[config.mk]
export PLATFORM = sky130hd
export DESIGN_NAME = hlsm_batch_driver_flat
export DESIGN_NICKNAME = d
export VERILOG_FILES = /design/src/rtl/hlsm_batch_driver_if.sv /design/src/rtl/hlsm_batch_driver.sv /design/src/flat_wrapper.sv
export SDC_FILE = /design/constraint.sdc
export NUM_CORES = 2
export LEC_CHECK = 0
export ABC_AREA = 0
export BUFFER_PORTS_ARGS = -buffer_cell sky130_fd_sc_hd__buf_2
export CAP_MARGIN = 20
export CORE_AREA = 2 2 477 479
export DETAILED_ROUTE_END_ITERATION = 8
export DIE_AREA = 0 0 479 481
export PLACE_DENSITY = 0.43
export SYNTH_ARGS = -nofsm -noshare
export SYNTH_HDL_FRONTEND = slang
export SYNTH_SLANG_ARGS = --single-unit
export TNS_END_PERCENT = 30
[constraint.sdc]
create_clock -name i_clk -period 14.7 [get_ports i_clk]
set_clock_uncertainty 0.1 [all_clocks]
set_input_delay 0.735 -clock i_clk [delete_from_list [all_inputs] [get_ports i_clk]]
set_output_delay 0.735 -clock i_clk [all_outputs]
set_load 0.01 [all_outputs]
[src/rtl/hlsm_batch_driver_if.sv]
// Start/Done kernel handshake bundle between the batch driver (master) and one
// HLSM4-style kernel (slave).
interface hlsm_batch_driver_if #(
  parameter int WIDTH = 32
) ();
  logic                    k_rst;
  logic                    k_start;
  logic                    k_done;
  logic                    k_t;
  logic signed [WIDTH-1:0] k_a;
  logic signed [WIDTH-1:0] k_b;
  logic signed [WIDTH-1:0] k_c;
  logic signed [WIDTH-1:0] k_zero;
  logic signed [WIDTH-1:0] k_one;
  logic signed [WIDTH-1:0] k_z;
  logic signed [WIDTH-1:0] k_x;

  modport master (
    output k_rst, k_start, k_a, k_b, k_c, k_zero, k_one, k_t,
    input  k_done, k_z, k_x
  );

  modport slave (
    input  k_rst, k_start, k_a, k_b, k_c, k_zero, k_one, k_t,
    output k_done, k_z, k_x
  );
endinterface

[src/rtl/hlsm_batch_driver.sv]
// Batch initiator: holds an operand table and runs each entry through one kernel
// (reset, start, wait for done, capture), storing results in a readable table.
module hlsm_batch_driver #(
  parameter int WIDTH   = 32,
  parameter int DEPTH   = 8,
  parameter int AW      = 3,
  parameter int TIMEOUT = 64
) (
  input  logic                    i_clk,
  input  logic                    i_rst_n,
  input  logic                    i_go,
  input  logic [AW:0]             i_count,
  input  logic                    i_wr_en,
  input  logic [AW-1:0]           i_wr_addr,
  input  logic signed [WIDTH-1:0] i_wr_a,
  input  logic signed [WIDTH-1:0] i_wr_b,
  input  logic signed [WIDTH-1:0] i_wr_c,
  input  logic                    i_wr_t,
  input  logic [AW-1:0]           i_rd_addr,
  output logic signed [WIDTH-1:0] o_rd_z,
  output logic signed [WIDTH-1:0] o_rd_x,
  output logic                    o_busy,
  output logic                    o_batch_done,
  output logic                    o_timeout,
  hlsm_batch_driver_if.master     kif
);
  localparam int            WW      = $clog2(TIMEOUT + 1);
  localparam logic [AW:0]   DEPTH_N = (AW + 1)'(DEPTH);
  localparam logic [WW-1:0] TO_N    = WW'(TIMEOUT);

  typedef enum logic [2:0] {IDLE, KRST, ISSUE, WAIT, STORE, FINISH, ERR} state_t;

  state_t                  r_state;
  logic [AW-1:0]           r_idx;
  logic [AW:0]             r_n;
  logic [WW-1:0]           r_wcnt;
  logic                    r_busy;
  logic                    r_batch_done;
  logic                    r_timeout;
  logic                    r_krst;
  logic                    r_kstart;
  logic                    r_kt;
  logic signed [WIDTH-1:0] r_ka;
  logic signed [WIDTH-1:0] r_kb;
  logic signed [WIDTH-1:0] r_kc;
  logic signed [WIDTH-1:0] r_rd_z;
  logic signed [WIDTH-1:0] r_rd_x;

  logic signed [WIDTH-1:0] op_a  [DEPTH];
  logic signed [WIDTH-1:0] op_b  [DEPTH];
  logic signed [WIDTH-1:0] op_c  [DEPTH];
  logic                    op_t  [DEPTH];
  logic signed [WIDTH-1:0] res_z [DEPTH];
  logic signed [WIDTH-1:0] res_x [DEPTH];

  logic [AW:0]   w_n;
  logic [AW-1:0] w_idx_inc;
  logic          w_last;

  assign w_n       = (i_count > DEPTH_N) ? DEPTH_N : i_count;
  assign w_idx_inc = r_idx + AW'(1);
  assign w_last    = ({1'b0, r_idx} == (r_n - (AW + 1)'(1)));

  // Tables are never cleared by reset; the operand table is frozen while busy.
  always_ff @(posedge i_clk) begin
    if (i_rst_n && i_wr_en && !r_busy) begin
      op_a[i_wr_addr] <= i_wr_a;
      op_b[i_wr_addr] <= i_wr_b;
      op_c[i_wr_addr] <= i_wr_c;
      op_t[i_wr_addr] <= i_wr_t;
    end
    if (i_rst_n && r_state == STORE) begin
      res_z[r_idx] <= kif.k_z;
      res_x[r_idx] <= kif.k_x;
    end
  end

  always_ff @(posedge i_clk) begin
    if (!i_rst_n) begin
      r_state      <= IDLE;
      r_idx        <= '0;
      r_n          <= '0;
      r_wcnt       <= '0;
      r_busy       <= 1'b0;
      r_batch_done <= 1'b0;
      r_timeout    <= 1'b0;
      r_krst       <= 1'b0;
      r_kstart     <= 1'b0;
      r_kt         <= 1'b0;
      r_ka         <= '0;
      r_kb         <= '0;
      r_kc         <= '0;
      r_rd_z       <= '0;
      r_rd_x       <= '0;
    end else begin
      r_kstart     <= 1'b0;
      r_batch_done <= 1'b0;
      r_rd_z       <= res_z[i_rd_addr];
      r_rd_x       <= res_x[i_rd_addr];
      case (r_state)
        IDLE, ERR: begin
          if (i_go) begin
            r_n       <= w_n;
            r_timeout <= 1'b0;
            r_idx     <= '0;
            if (w_n == '0) begin
              r_batch_done <= 1'b1;
              r_krst       <= 1'b0;
              r_state      <= IDLE;
            end else begin
              r_busy  <= 1'b1;
              r_krst  <= 1'b1;
              r_ka    <= op_a[0];
              r_kb    <= op_b[0];
              r_kc    <= op_c[0];
              r_kt    <= op_t[0];
              r_state <= KRST;
            end
          end
        end
        KRST: begin
          r_krst   <= 1'b0;
          r_kstart <= 1'b1;
          r_wcnt   <= '0;
          r_state  <= ISSUE;
        end
        ISSUE: begin
          r_wcnt  <= '0;
          r_state <= WAIT;
        end
        WAIT: begin
          if (kif.k_done) begin
            r_state <= STORE;
          end else begin
            r_wcnt <= r_wcnt + WW'(1);
            if (r_wcnt + WW'(1) == TO_N) begin
              r_timeout <= 1'b1;
              r_busy    <= 1'b0;
              r_krst    <= 1'b1;
              r_state   <= ERR;
            end
          end
        end
        STORE: begin
          if (w_last) begin
            r_busy       <= 1'b0;
            r_batch_done <= 1'b1;
            r_state      <= FINISH;
          end else begin
            r_idx   <= w_idx_inc;
            r_krst  <= 1'b1;
            r_ka    <= op_a[w_idx_inc];
            r_kb    <= op_b[w_idx_inc];
            r_kc    <= op_c[w_idx_inc];
            r_kt    <= op_t[w_idx_inc];
            r_state <= KRST;
          end
        end
        FINISH:  r_state <= IDLE;
        default: r_state <= IDLE;
      endcase
    end
  end

  assign o_rd_z       = r_rd_z;
  assign o_rd_x       = r_rd_x;
  assign o_busy       = r_busy;
  assign o_batch_done = r_batch_done;
  assign o_timeout    = r_timeout;
  assign kif.k_rst    = r_krst;
  assign kif.k_start  = r_kstart;
  assign kif.k_a      = r_ka;
  assign kif.k_b      = r_kb;
  assign kif.k_c      = r_kc;
  assign kif.k_t      = r_kt;
  assign kif.k_zero   = '0;
  assign kif.k_one    = WIDTH'(1);
endmodule
[src/flat_wrapper.sv]
// flat-port wrapper written by rule: the top's interface ports become plain ports
module hlsm_batch_driver_flat 
#(
  parameter int WIDTH   = 32,
  parameter int DEPTH   = 8,
  parameter int AW      = 3,
  parameter int TIMEOUT = 64
)
  (i_clk, i_rst_n, i_go, i_count, i_wr_en, i_wr_addr, i_wr_a, i_wr_b, i_wr_c, i_wr_t, i_rd_addr, o_rd_z, o_rd_x, o_busy, o_batch_done, o_timeout, kif_k_rst, kif_k_start, kif_k_a, kif_k_b, kif_k_c, kif_k_zero, kif_k_one, kif_k_t, kif_k_done, kif_k_z, kif_k_x);
  hlsm_batch_driver_if #(.WIDTH(WIDTH)) kif_i ();
  input  logic i_clk;
  input  logic i_rst_n;
  input  logic i_go;
  input  logic [AW:0] i_count;
  input  logic i_wr_en;
  input  logic [AW-1:0] i_wr_addr;
  input  logic signed [WIDTH-1:0] i_wr_a;
  input  logic signed [WIDTH-1:0] i_wr_b;
  input  logic signed [WIDTH-1:0] i_wr_c;
  input  logic i_wr_t;
  input  logic [AW-1:0] i_rd_addr;
  output logic signed [WIDTH-1:0] o_rd_z;
  output logic signed [WIDTH-1:0] o_rd_x;
  output logic o_busy;
  output logic o_batch_done;
  output logic o_timeout;
  output wire logic [$bits(kif_i.k_rst)-1:0] kif_k_rst;
  output wire logic [$bits(kif_i.k_start)-1:0] kif_k_start;
  output wire logic [$bits(kif_i.k_a)-1:0] kif_k_a;
  output wire logic [$bits(kif_i.k_b)-1:0] kif_k_b;
  output wire logic [$bits(kif_i.k_c)-1:0] kif_k_c;
  output wire logic [$bits(kif_i.k_zero)-1:0] kif_k_zero;
  output wire logic [$bits(kif_i.k_one)-1:0] kif_k_one;
  output wire logic [$bits(kif_i.k_t)-1:0] kif_k_t;
  input wire logic [$bits(kif_i.k_done)-1:0] kif_k_done;
  input wire logic [$bits(kif_i.k_z)-1:0] kif_k_z;
  input wire logic [$bits(kif_i.k_x)-1:0] kif_k_x;
  assign kif_k_rst = kif_i.k_rst;
  assign kif_k_start = kif_i.k_start;
  assign kif_k_a = kif_i.k_a;
  assign kif_k_b = kif_i.k_b;
  assign kif_k_c = kif_i.k_c;
  assign kif_k_zero = kif_i.k_zero;
  assign kif_k_one = kif_i.k_one;
  assign kif_k_t = kif_i.k_t;
  assign kif_i.k_done = kif_k_done;
  assign kif_i.k_z = kif_k_z;
  assign kif_i.k_x = kif_k_x;
  hlsm_batch_driver #(.WIDTH(WIDTH), .DEPTH(DEPTH), .AW(AW), .TIMEOUT(TIMEOUT)) u_core (.i_clk(i_clk), .i_rst_n(i_rst_n), .i_go(i_go), .i_count(i_count), .i_wr_en(i_wr_en), .i_wr_addr(i_wr_addr), .i_wr_a(i_wr_a), .i_wr_b(i_wr_b), .i_wr_c(i_wr_c), .i_wr_t(i_wr_t), .i_rd_addr(i_rd_addr), .o_rd_z(o_rd_z), .o_rd_x(o_rd_x), .o_busy(o_busy), .o_batch_done(o_batch_done), .o_timeout(o_timeout), .kif(kif_i));
endmodule
==> flow_summary_export.csv <==
group,metric,value,unit
setup_path,critical_path_class,"reg2reg",
placed_design,gp_congestion,0.701,
setup_path,r2r_slack,9.96,ns
timing,setup_tns,0,ns
timing,setup_viol,0,
clock_tree,cts.reportedPaths.clkPinSlew,0.06,ns
finish,fill_cells,22300,
timing,finalMaxSlewViolations,0,
synthesis,async_flop_share,0,%
die,die_area,0.230,mm²
global_route,grt_pass1_wl,225000,µm
synthesis,synthCells,3116,
timing,period_needed,4.74,ns
synthesis,synth_mux_area_share,13.3,%
timing,relSlewSlack,29.4,%
setup_path,r2r_cells,8,
drt,drc_errors,0,
setup_path,critPathLaunchType,"flop",
drt,vias,29800,
setup_path,crit_path_max_incr_delay,0.87,ns
drt,routedWlPerCell,23.4,µm
setup_path,cp_common_cell,"buf_4",
finish,layout_commonest_cell,"edfxtp_1",
setup_path,crit_family,"buffers and inverters",
finish,fin_area,0.0670,mm²
setup_path,reg2reg_from,"u_core.r_idx[0]",
synthesis,synth-edff-count,1288,
die,coreArea,0.226,mm²
synthesis,ys_seq_area_share,75.6,%
timing,fin_hold_ws,0.104,ns
placed_design,dp_cells,6330,
worst_hold_path,min_path_type,"in2reg",
die,die-width,479,µm
clock_tree,cts_buffers,169,
clock_tree,cts-resized-gates,0,
drt,firstDrtPassIters,5,
finish,nets,3687,
synthesis,syn_area_per_cell,18.0,µm²
finish,fin_cells,6665,
drt,drt-total-wl,156000,µm
global_route,overflow,0,
flow_run,maxCapViolCount,0,
finish,drive_gt1_share,22.0,%
power,p_per_area,140,mW/mm²
placed_design,placed_cell_area,0.0612,mm²
setup_path,cp-end-kind,"flop",
synthesis,synth-main-ff-cell,"edfxtp_1",
global_route,grt_pass1_vias,31200,
clock_tree,cts_tree,"done",
timing,hold_viol_final,0,
global_route,grt_max_degree,101,
die,rows,175,
setup_path,required,15.24,ns
timing,worst_pin_slew,1.06,ns
die,start_util,24.8,%
clock_tree,cts_buffer_depth,3,
power,total_power,9.38,mW
synthesis,synth-adder-area-share,0.0670,%
timing,rsz0062_at_grt,"no",
synthesis,yosys_warnings,0,
setup_path,critPathBufInv,3,
clock_tree,clock_latency,0.82,ns
worst_hold_path,min_to,"u_core.op_c[2][2]",
die,die_h,481,µm
synthesis,synth_xor_area_share,0.0938,%
power,power.leakage,21.5,nW
drt,ant_nets,0,
clock_tree,cts.htree.levels,4,
status,status,"finished clean",
synthesis,ys_seq_elements,1471,
synthesis,synth_top_family_by_area,"multiplexers",
global_route,grt_antenna_before_repair,53,
drt,first_iter_violations,1949,
clock_tree,cts_root_buf,"clkbuf_16",
finish,final_cell_mix,"edfxtp_1, mux2i_1, buf_2",
timing,post-route-period-util,32.2,%
worst_hold_path,min_path_cells,1,
setup_path,crit_chain,"ha_4 > buf_4 > buf_4 > buf_4 > mux2i_1 > a22oi_1 > nand3_1 > a31oi_1",
timing,timing.fmax,211,MHz
placed_design,place_hpwl,81500,µm
setup_path,r2r-end,"u_core.kif.k_c[6]",
drt,viasPerCell,4.47,
synthesis,synthesis.area,0.0560,mm²
setup_path,cp_max_fo,55,
die,pin_count,406,
placed_design,port_buffers,341,
setup_path,worstPathArrival,5.28,ns
global_route,grt.total_usage,13.4,%
finish,syn_to_final_growth,19.6,%
synthesis,synthSimpleGateAreaFrac,3.18,%
clock_tree,clock-sinks,1471,
worst_hold_path,worst_hold_startpoint,"i_wr_c[2]",
synthesis,synth_compound_gate_area_share,5.43,%
setup_path,critPathSlowestCell,"buf_4",
power,max-vdd-ir-drop,0.0929,mV
synthesis,ys_types,49,
==> synthesized netlist by cell type, drive strengths merged, types with 5 or more instances <==
master | instances | share of area, %
edfxtp | 1288 | 69
mux2i | 454 | 8.1
a22oi | 195 | 2.6
dfxtp | 183 | 6.5
clkbuf | 165 | 1.1
mux4 | 128 | 5.1
nand2 | 119 | 0.80
nand3 | 106 | 0.95
buf | 101 | 1.2
a31oi | 99 | 1.1
o31ai | 97 | 1.3
nor2b | 70 | 0.78
nor2 | 19 | 0.13
nor3 | 10 | 0.089
o21ai | 8 | 0.072
a21oi | 7 | 0.063
a21boi | 5 | 0.067
nand2b | 5 | 0.056
nor3b | 5 | 0.067
==> cell type report <==
| cell class | instances | area (µm²) | area share, % |
|---|---|---|---|
| Inverter | 4 | 15.0 | 0.0224 |
| Antenna cell | 6 | 15.0 | 0.0224 |
| Timing Repair Buffer | 425 | 2450 | 3.66 |
| Tap cell | 3009 | 3760 | 5.62 |
| Clock inverter | 61 | 865 | 1.29 |
| Multi-Input combinational cell | 1437 | 12700 | 19.0 |
| Sequential cell | 1471 | 42300 | 63.2 |
| Clock buffer | 252 | 4770 | 7.13 |
==> logic make-up after synthesis <==
family,count (synthesis)
adders and majority gates,3
xor gates and xnor gates,6
and+or+nand+nor,358
other,2
AOI/OAI and AO/OA,424
buffers and inverters,270
muxes,582
DFF,1471
==> power by group <==
| group | internal, mW | switching [mW] | total, mW |
|---|---|---|---|
| Combinational | 0.172 | 0.322 | 0.494 |
| Clock | 2.49 | 1.73 | 4.22 |
| Sequential | 4.62 | 0.0469 | 4.67 |
==> what timing repair did <==
| item | 4_1_cts | 5_1_grt |
|---|---|---|
| buffers inserted | 0 | 0 |
| hold buffers | 16 | 0 |
| hold endpoints to repair | 83 | 0 |
==> worst max-delay path by stage <==
stage / startpoint / endpoint / cells after the start
after global routing: u_core.r_idx[0] / u_core.kif.k_c[4] / 8
after floorplan: i_rst_n / u_core.op_a[0][0] / 4
after CTS: u_core.r_idx[0] / u_core.kif.k_c[4] / 8
after global placement: u_core.r_idx[0] / u_core.kif.k_c[3] / 8
final: u_core.r_idx[0] / u_core.kif.k_c[6] / 8
after detailed placement: u_core.r_idx[0] / u_core.kif.k_c[3] / 8
==> flip-flops by register name, indices dropped and copies added, names as in the netlist, 4 cells and up <==
| register | flops |
|---|---|
| u_core.op_a | 256 |
| u_core.op_b | 256 |
| u_core.op_c | 256 |
| u_core.res_x | 256 |
| u_core.res_z | 256 |
| u_core.kif.k_a | 32 |
| u_core.kif.k_b | 32 |
| u_core.kif.k_c | 32 |
| u_core.o_rd_x | 32 |
| u_core.o_rd_z | 32 |
| u_core.op_t | 8 |
| u_core.r_wcnt | 7 |
| u_core.r_n | 4 |
==> metrics by stage <==
step                worst slack (ns)  utilization [%]
finish                          9.96             29.7
global route                    9.62             29.7
CTS                             9.90             29.7
detailed placement              9.92             27.1
global placement               10.00             27.1
floorplan                       5.92                -
==> per-layer routing <==
metal  global-route usage [%]  part of all wire (%)
met1                     17.3                    43
met3                     4.01                   7.1
met5                        0                  0.22
met4                     3.77                   2.3
met2                     21.6                    47
==> worst register-to-register path, cell delays in order (launching register included) <==
cell and delay [ns]:
dfxtp_1 0.69, ha_4 0.63, buf_4 0.89, buf_4 0.81
buf_4 0.78, mux2i_1 0.33, a22oi_1 0.11, nand3_1 0.13
a31oi_1 0.09
No activity file was read; power rests on OpenSTA's default activity.
